===== src/rtl/keypad_scanner_gen.sv =====
// Parametrised active-low matrix keypad scanner: 2-flop row sync, column scan, debounce, ghost reject.
// Typematic auto-repeat is built only when KEY_REPEAT_EN is defined.
module keypad_scanner_gen #(
   parameter int ROWS         = 4,
   parameter int COLS         = 4,
   parameter int DEBOUNCE     = 15,
   parameter int REPEAT_DELAY = 500,
   parameter int REPEAT_RATE  = 100,
   localparam int CW          = $clog2(ROWS*COLS)
)(
   input  logic            clk,
   input  logic            rst_n,
   input  logic [ROWS-1:0] row,
   output logic [COLS-1:0] col,
   output logic [CW-1:0]   key_code,
   output logic            key_valid,
   output logic            key_held,
   output logic            ghost
);

   localparam int CIW = $clog2(COLS);
   localparam int RIW = $clog2(ROWS);

   typedef enum logic [1:0] {S_IDLE, S_SCAN, S_DEB, S_PRESSED} state_t;

   state_t          state;
   logic [ROWS-1:0] sync1, row_s, cap;
   logic [CIW-1:0]  ci;
   logic [RIW-1:0]  ri;
   logic [1:0]      settle;
   logic [15:0]     cnt, rcnt;
   logic [3:0]      n_low;
   logic [RIW-1:0]  low_idx;
   logic            rel_done;
`ifdef KEY_REPEAT_EN
   logic [15:0]     rep_cnt;
   logic            rep_first;
`else
   logic            unused_repeat_cfg;
   assign unused_repeat_cfg = ^{32'(REPEAT_DELAY), 32'(REPEAT_RATE)};
`endif

   always_comb begin
      n_low   = '0;
      low_idx = '0;
      for (int unsigned i = 0; i < ROWS; i++) begin
         if (!row_s[i]) begin
            n_low   = n_low + 4'd1;
            low_idx = RIW'(i);
         end
      end
   end

   assign rel_done = (row_s != cap) && (rcnt == 16'(DEBOUNCE - 1));

   always_ff @(posedge clk or negedge rst_n) begin
      if (!rst_n) begin
         state     <= S_IDLE;
         sync1     <= '1;
         row_s     <= '1;
         cap       <= '1;
         ci        <= '0;
         ri        <= '0;
         settle    <= '0;
         cnt       <= '0;
         rcnt      <= '0;
         col       <= '0;
         key_code  <= '0;
         key_valid <= 1'b0;
         key_held  <= 1'b0;
         ghost     <= 1'b0;
`ifdef KEY_REPEAT_EN
         rep_cnt   <= '0;
         rep_first <= 1'b1;
`endif
      end else begin
         sync1     <= row;
         row_s     <= sync1;
         key_valid <= 1'b0;
         ghost     <= 1'b0;
         case (state)
            S_IDLE: begin
               col <= '0;
               if (row_s != '1) begin
                  state  <= S_SCAN;
                  ci     <= '0;
                  settle <= '0;
                  col    <= ~(COLS'(1));
               end
            end
            S_SCAN: begin
               // Three cycles per column: two cover the synchroniser delay after the strobe moves.
               if (settle != 2'd2) begin
                  settle <= settle + 2'd1;
               end else begin
                  settle <= '0;
                  if (n_low == 4'd1) begin
                     ri    <= low_idx;
                     cap   <= row_s;
                     cnt   <= '0;
                     state <= S_DEB;
                  end else begin
                     if (n_low > 4'd1) ghost <= 1'b1;
                     if (ci == CIW'(COLS - 1)) begin
                        state <= S_IDLE;
                        col   <= '0;
                     end else begin
                        ci  <= ci + 1'b1;
                        col <= ~(COLS'(1) << (ci + 1'b1));
                     end
                  end
               end
            end
            S_DEB: begin
               if (row_s == cap) begin
                  if (cnt == 16'(DEBOUNCE - 1)) begin
                     key_code  <= CW'(int'(ri) * COLS + int'(ci));
                     key_valid <= 1'b1;
                     key_held  <= 1'b1;
                     rcnt      <= '0;
                     cnt       <= '0;
                     state     <= S_PRESSED;
`ifdef KEY_REPEAT_EN
                     rep_cnt   <= '0;
                     rep_first <= 1'b1;
`endif
                  end else if (cnt != '1) begin
                     cnt <= cnt + 16'd1;
                  end
               end else begin
                  cnt   <= '0;
                  col   <= '0;
                  state <= S_IDLE;
               end
            end
            S_PRESSED: begin
               if (rel_done) begin
                  key_held <= 1'b0;
                  rcnt     <= '0;
                  col      <= '0;
                  state    <= S_IDLE;
`ifdef KEY_REPEAT_EN
                  rep_cnt   <= '0;
                  rep_first <= 1'b1;
`endif
               end else begin
                  if (row_s != cap) begin
                     if (rcnt != '1) rcnt <= rcnt + 16'd1;
                  end else begin
                     rcnt <= '0;
                  end
`ifdef KEY_REPEAT_EN
                  if (rep_first ? (rep_cnt == 16'(REPEAT_DELAY - 1))
                                : (rep_cnt == 16'(REPEAT_RATE - 1))) begin
                     key_valid <= 1'b1;
                     rep_cnt   <= '0;
                     rep_first <= 1'b0;
                  end else if (rep_cnt != '1) begin
                     rep_cnt <= rep_cnt + 16'd1;
                  end
`endif
               end
            end
            default: state <= S_IDLE;
         endcase
      end
   end

endmodule

===== config.mk =====
export PLATFORM = sky130hd
export DESIGN_NAME = keypad_scanner_gen
export DESIGN_NICKNAME = d
export VERILOG_FILES = /design/src/rtl/keypad_scanner_gen.sv
export SDC_FILE = /design/constraint.sdc
export NUM_CORES = 1
export LEC_CHECK = 0
export CAP_MARGIN = 5
export CELL_PAD_IN_SITES_DETAIL_PLACEMENT = 1
export CELL_PAD_IN_SITES_GLOBAL_PLACEMENT = 2
export CORE_MARGIN = 2
export CORE_UTILIZATION = 41
export CTS_BUF_LIST = sky130_fd_sc_hd__clkbuf_8
export CTS_CLUSTER_DIAMETER = 40
export DETAILED_ROUTE_END_ITERATION = 12
export GPL_TIMING_DRIVEN = 0
export PLACE_DENSITY = 0.84
export RECOVER_POWER = 50
export SLEW_MARGIN = 20
export SYNTH_ARGS = -nofsm -noshare
export SYNTH_HDL_FRONTEND = slang
export SYNTH_SLANG_ARGS = --single-unit

===== constraint.sdc =====
create_clock -name clk -period 3 [get_ports clk]
set_input_delay 0.6 -clock clk [delete_from_list [all_inputs] [get_ports clk]]
set_output_delay 0.6 -clock clk [all_outputs]
set_load 0.05 [all_outputs]

==> metrics.md, run 1 <==
| Metric | Value |
|---|---|
| Sequential share of power | 33.6% |
| Max stage delay on crit path | 0.58 ns |
| Die H | 98.9 um |
| Global-route usage over all layers | 20.6% |
| TritonCTS clock tree | built |
| Clock power share | 28.7% |
| Root Driver | clkbuf_8 |
| Main synth FF type | dfrtp_1 |
| Combinational share of power | 37.6% |
| Max IR drop VDD | 0.473 mV |
| Synthesized area | 3690 sq um |
| Asr flop ratio synth | 100% |
| Power Internal | 2.02 mW |
| DRC Markers | 0 |
| Fraction of layout cells with a size suffix above 1 | 16.6% |
| Antenna cells | 0 |
| CTS Buf Count | 9 |
| Fmax | 350 MHz |
| Skew final | 0.00794 ns |
| Final worst path period share | 95.3% |
| HP Class | in2async |
| Minimum clock period | 2.86 ns |
| Num Clock Sinks | 63 |
| Reg-to-reg slack, setup | 0.14 ns |
| Die W | 98.9 um |
| Area growth syn-to-layout | 15.4% |
| First drt pass iteration count | 4 |
| Final #Nets | 428 |
| Yosys cell types | 53 |
| Outcome | completed |
| Fillers | 997 |
| Crit. End Element | flop |
| Critical path's slowest cell | dfstp_2 |
| Ports | 17 |
| Largest net degree at the start of global routing | 50 |
| Wire per inst | 18.1 um |
| Worst EP arrival | 3.13 ns |
| Worst-Margin Slew | 1.24 ns |
| Hpwl dp | 6.66 mm |
| Seq/Total Area, Yosys | 43.1% |
| Max-cap viol count | 0 |
| Met3 wire length | 154 um |
| Via count | 3,083 |
| # rows | 34 |
| Starting density of the core | 42.3% |
| Sw Ratio | 37.3% |
| Post-synthesis net count | 398 |
| IO Port Bufs | 16 |
| Most frequent cells in the layout | dfrtp_1, nand3_1, nand2_1 |
| Vias per cell | 5.96 |
| Top Metal Used | met4 |
| Die area | 9780 sq um |
| Worst-path clk slew | 0.08 ns |
| Leak | 1.68 nW |
| Commonest non-fill, non-tap cell in the layout | dfrtp_1 |
| Worst-skew pair later-pin latency | 0.35 ns |
| RePlAce Congestion | 0.764 |
| Max-slew violations | 0 |
| Setup crit start kind | flop |
| Seq cells post-synth | 63 |
| Final hold slack | 0.329 ns |
| CTS max path bufs | 2 |
| Final Setup Violations | 0 |
| Post-Place Cell Area | 4010 sq um |
| Number of global-route vias before repair | 3,220 |
| Post-route design area | 4260 sq um |
| Worst slew margin | 17.5% |
| Crit path kind | reg2reg |
| Pwr Total | 3.22 mW |
| Worst-path fanout max | 6 |
| Antenna Violating Nets Remaining | 0 |
| Global-route wire length before repair | 16.2 mm |
| Fin. Hold Viols | 0 |
| Synth warnings | 0 |
| Post-Syn Area per Cell | 9.87 sq um |
| Core area | 8720 sq um |
| Sw power | 1.20 mW |
| GRT overflow | 0 |
| Power Dens Cells | 755 nW/um^2 |
| 1st-iter DRT viols | 105 |
| Max H-tree Level | 3 |
| M1 WL | 4.51 mm |
| Crit path cell chain | inv_1 > ha_1 > xnor2_1 > ha_1 > nand2b_1 > xnor2_4 > a32oi_4 > buf_4 > or4_1 > a21oi_1 |
| Crit path top cell by count | ha_1 |
| CP required | 3.27 ns |
| Routed length on met2 | 4.59 mm |
| Initial antenna violation count | 0 |
| EDFF count, synth | 0 |
| DRT Wirelength | 9.38 mm |
| Syn Inst Count | 374 |
metal layers:
metal	global-route usage, %	vias up
li1	-	1470
met3	2.91	8
met1	27.5	1579
met4	6.85	0
met5	0	-
met2	34.4	26
metrics by stage:
| step | util, % | std cells | setup TNS (ns) | setup slack (ns) |
|---|---|---|---|---|
| floorplan | - | 374 | 0 | 0.391 |
| global placement | 45.7 | 498 | -43.86 | -0.844 |
| detailed placement | 46.0 | 499 | 0 | 0.0647 |
| CTS | 48.8 | 515 | 0 | 0.0595 |
| global route | 48.9 | 517 | -0.586 | -0.0649 |
| finish | 48.9 | 517 | 0 | 0.142 |
cells in the mapped netlist, drive strengths merged (6+ instances only):
cell	n	area (sq um)
a21oi	19	95.1
and4	6	52.6
buf	10	73.8
dfrtp	51	1280
dfstp	12	315
ha	18	225
inv	25	93.8
mux2	14	158
nand2	26	97.6
nand3	28	140
nand4	15	93.8
nor2	13	48.8
nor3	8	50.1
nor4	8	50.1
o211ai	8	60.1
o21ai	19	95.1
o31ai	18	135
or4	13	97.6
xnor2	6	60.1
cell families after synthesis:
logic type	share of synthesized area, %
and+or+nand+nor	22.7
AOI/OAI and AO/OA	15.6
DFF	43.1
buffers and inverters	4.85
muxes	5.36
adders and majority gates	6.10
xor gates and xnor gates	2.31
worst max-delay path: cells and delay by family, from the launching register on:
kind | cells | cell delay [ns]
xor+xnor | 2 | 0.47
flops | 1 | 0.58
buf+inv | 2 | 0.25
fa+ha+maj | 2 | 0.53
compound gates | 2 | 0.31
simple gates | 2 | 0.64
what timing repair did:
action	4_1_cts	5_1_grt
endpoints found under the setup margin	0	25
resized for setup	0	2
buffers inserted	0	2
hold buffers	0	0
final timing paths:
check,start,end,cells after the start
max in group asynchronous,rst_n,settle[0],2
min in group clk,sync1[2],row_s[2],0
hold / removal,rst_n,rcnt[4],1
setup / recovery,row_s[0],cnt[4],10
setup reg to reg,row_s[0],cnt[4],10
hold reg to reg,sync1[2],row_s[2],0
power groups by stage:
| stage | Combinational (mW) | Clock [mW] | Sequential, mW |
|---|---|---|---|
| final | 1.21 | 0.925 | 1.08 |
| after global routing | 1.35 | 0.978 | 1.10 |
| after CTS | 1.21 | 0.950 | 1.08 |
| after detailed placement | 1.20 | 0 | 1.10 |
| after global placement | 1.17 | 0 | 1.09 |
| after floorplan | 0.783 | 0 | 1.17 |
cell type report:
| type | instances | area (sq um) | share of cell area [%] |
|---|---|---|---|
| Tap cell | 108 | 135 | 3.17 |
| Multi-Input combinational cell | 273 | 1940 | 45.5 |
| Clock inverter | 7 | 120 | 2.82 |
| Inverter | 25 | 93.8 | 2.20 |
| Clock buffer | 9 | 124 | 2.91 |
| Buffer | 13 | 85.1 | 2.00 |
| Timing Repair Buffer | 19 | 174 | 4.08 |
| Sequential cell | 63 | 1590 | 37.4 |
sequential cells by signal (all words and copies together) (netlist names):
signal     count
rcnt          16
col            4
ri             2
sync1          4
key_code       4
state          2
ci             2
row_s          4
cnt           16
key_valid      1
settle         2
ghost          1
cap            4
key_held       1
(Power assumes the default switching activity.)
==> run 2, diff against run 1 <==
--- a/config.mk
+++ b/config.mk
@@ -14,7 +14,7 @@
 export CTS_CLUSTER_DIAMETER = 40
 export DETAILED_ROUTE_END_ITERATION = 12
 export GPL_TIMING_DRIVEN = 0
-export PLACE_DENSITY = 0.84
+export PLACE_DENSITY_LB_ADDON = 0.1
 export RECOVER_POWER = 50
 export SLEW_MARGIN = 20
 export SYNTH_ARGS = -nofsm -noshare
==> run 2 against run 1 <==
Compared with the run above:
- clock power is 29% lower
- non-clock buffer count is 1 lower
- utilization is 0.88 points lower
- combinational power hardly changed
- sequential power hardly changed
- worst hold slack better by 0.028 ns
- cell count is 0.19% lower
- final area is 1.8% lower
- critical path depth is 2 higher
- wire length is 3.2% lower
- largest power group unchanged
==> metrics.md, run 2 (synthesized netlist as in run 1, its figures left out) <==
| Metric | Value |
|---|---|
| Max stage delay on crit path | 0.58 ns (about the same) |
| Minimum clock period | 2.83 ns (-0.0271 ns) |
| Core area | 8720 sq um (unchanged) |
| Commonest non-fill, non-tap cell in the layout | dfrtp_1 |
| Vias per cell | 5.87 (-1.6%) |
| Fmax | 353 MHz (+0.96%) |
| Outcome | completed |
| Antenna Violating Nets Remaining | 0 (unchanged) |
| Max-cap viol count | 0 (unchanged) |
| Fraction of layout cells with a size suffix above 1 | 16.4% (-0.20 points) |
| Critical path's slowest cell | dfstp_2 |
| Crit. Startpoint | row_s[0] |
| Number of global-route vias before repair | 3,158 (-1.9%) |
| Final hold slack | 0.357 ns (+0.0280 ns) |
| Leak | 1.64 nW (-2.5%) |
| Crit path kind | reg2reg |
| DRT Wirelength | 9.08 mm (-3.2%) |
| Initial antenna violation count | 0 (unchanged) |
| TritonCTS clock tree | built |
| Post-Route Setup TNS | 0 ns (unchanged) |
| Die H | 98.9 um (unchanged) |
| Startpoint of the worst hold path | sync1[0] |
| HP Class | reg2reg |
| GRT overflow | 0 (unchanged) |
| Skew final | 0.00794 ns (+0.000000620 ns) |
| Power Internal | 1.76 mW (-13%) |
| IO Port Bufs | 16 (unchanged) |
| DRC Markers | 0 (unchanged) |
| Via count | 3,028 (-1.8%) |
| Reg-to-reg slack, setup | 0.17 ns (+0.03 ns) |
| Global-route usage over all layers | 19.3% (-1.2 points) |
| Hpwl dp | 6.69 mm (+0.57%) |
| Crit path top cell by count | buf_6 |
| Worst-path clk slew | 0.08 ns (about the same) |
| First drt pass iteration count | 4 (unchanged) |
| Die W | 98.9 um (unchanged) |
| Pwr Total | 2.95 mW (-8.3%) |
| Crit path cell chain | inv_1 > ha_1 > xnor2_1 > ha_1 > nor2_1 > a31o_2 > a32oi_4 > buf_6 > buf_6 > nor2_1 > buf_6 > a21oi_1 |
| Final worst path period share | 94.4% (-0.90 points) |
| CP required | 3.26 ns (about the same) |
| Clock power share | 22.2% (-6.5 points) |
| Num Clock Sinks | 63 (unchanged) |
| Top flop regs | cnt x16, rcnt x16 |
| RePlAce Congestion | 0.777 (+1.6%) |
| Most frequent cells in the layout | dfrtp_1, nand3_1, nand2_1 |
| Largest net degree at the start of global routing | 43 (-14%) |
| Worst-Margin Slew | 1.18 ns (-0.0575 ns) |
| Setup crit start kind | flop |
| Global-route wire length before repair | 15.4 mm (-4.9%) |
| Final #Nets | 427 (-0.23%) |
| Antenna cells | 0 (unchanged) |
| Combinational share of power | 41.2% (+3.6 points) |
| Worst EP arrival | 3.09 ns (-0.04 ns) |
| Max-slew violations | 0 (unchanged) |
| R2r startpoint | row_s[0] |
| Root Driver | clkbuf_8 |
| Worst-skew pair later-pin latency | 0.34 ns (about the same) |
| Sw Ratio | 40.3% (+3.1 points) |
| CTS Buf Count | 9 (unchanged) |
| Die area | 9780 sq um (unchanged) |
| 1st-iter DRT viols | 75 (-29%) |
| Sw power | 1.19 mW (-0.74%) |
| Post-Place Cell Area | 4010 sq um (unchanged) |
| # rows | 34 (unchanged) |
| Area growth syn-to-layout | 13.4% |
| CTS max path bufs | 2 (unchanged) |
| Worst-path fanout max | 10 (+4) |
| Max H-tree Level | 3 (unchanged) |
| Wire per inst | 17.6 um (-3.0%) |
| Fin. Hold Viols | 0 (unchanged) |
| Ports | 17 (unchanged) |
| Max IR drop VDD | 0.389 mV (-18%) |
| Sequential share of power | 36.6% (+3.0 points) |
| Power Dens Cells | 705 nW/um^2 (-6.7%) |
| Starting density of the core | 42.3% (unchanged) |
| Crit. End Element | flop |
| Final Setup Violations | 0 (unchanged) |
| Worst slew margin | 21.3% (+3.8 points) |
| Post-route design area | 4180 sq um (-1.8%) |
[run 2: cell types whose count changed in the layout (fill, tap and decap cells not counted), sizes merged]
cell,delta
bufinv,-3
inv,-1
clkdlybuf4s50,-3
clkinv,+2
dlygate4sd3,+3
buf,-1
clkinvlp,+2
[run 2: path summary, 6_finish.rpt]
kind | end | depth (start not counted)
min reg2reg | row_s[0] | 0
max | cnt[15] | 12
max in group asynchronous | cnt[1] | 2
min in group asynchronous | rcnt[13] | 1
min | row_s[0] | 0
max reg2reg | cnt[15] | 12
[run 2: critical path, delay by kind of cell, from the launching register on]
family                     cells  cell delay, ns
xor gates and xnor gates       1            0.15
adders and majority gates      2            0.62
buffers and inverters          4            0.61
DFF                            1            0.58
AOI/OAI and AO/OA              3            0.66
and+or+nand+nor                2            0.12
[run 2: final cells by class]
| cell class | instances | area [sq um] |
|---|---|---|
| sequential | 63 | 1590 |
| clock buffer | 9 | 124 |
| inverter | 25 | 93.8 |
| buffer | 13 | 85.1 |
| timing repair buffer | 18 | 166 |
| tap | 108 | 135 |
| fill | 1007 | 4540 |
| multi-input combinational | 273 | 1940 |
| clock inverter | 7 | 50.0 |
[run 2: power groups by stage]
stage / combinational, mW / sequential (mW) / clock [mW]
after floorplan: 0.783 / 1.17 / 0
after global placement: 1.18 / 1.09 / 0
after detailed placement: 1.21 / 1.10 / 0
after CTS: 1.22 / 1.08 / 0.686
after global routing: 1.34 / 1.10 / 0.714
final: 1.21 / 1.08 / 0.654
[run 2: metal layers]
metal  track usage, %  share of wire [%]
met4             3.90               0.84
met2             32.6                 49
met1             26.0                 49
met5                0                  0
met3             3.90                1.9
[run 2: through the flow]
step	utilization [%]	instances	setup WS, ns
floorplan	-	374	0.391
global placement	45.7	498	-0.881
detailed placement	46.0	499	0.0876
CTS	48.0	515	0.0676
global route	48.0	516	-0.0621
finish	48.0	516	0.169
[run 2: repair_timing]
action	4_1_cts	5_1_grt
hold buffers	0	0
setup endpoints to repair	0	16
gates resized for setup	0	2
setup buffers	0	1
==> run 3, diff against run 2 <==
--- a/config.mk
+++ b/config.mk
@@ -11,7 +11,7 @@
 export CORE_MARGIN = 2
 export CORE_UTILIZATION = 41
 export CTS_BUF_LIST = sky130_fd_sc_hd__clkbuf_8
-export CTS_CLUSTER_DIAMETER = 40
+export CTS_CLUSTER_DIAMETER = 150
 export DETAILED_ROUTE_END_ITERATION = 12
 export GPL_TIMING_DRIVEN = 0
 export PLACE_DENSITY_LB_ADDON = 0.1
==> results of run 3 <==
Same layout as run 2: the final DEF is identical, and so are final timing and power.
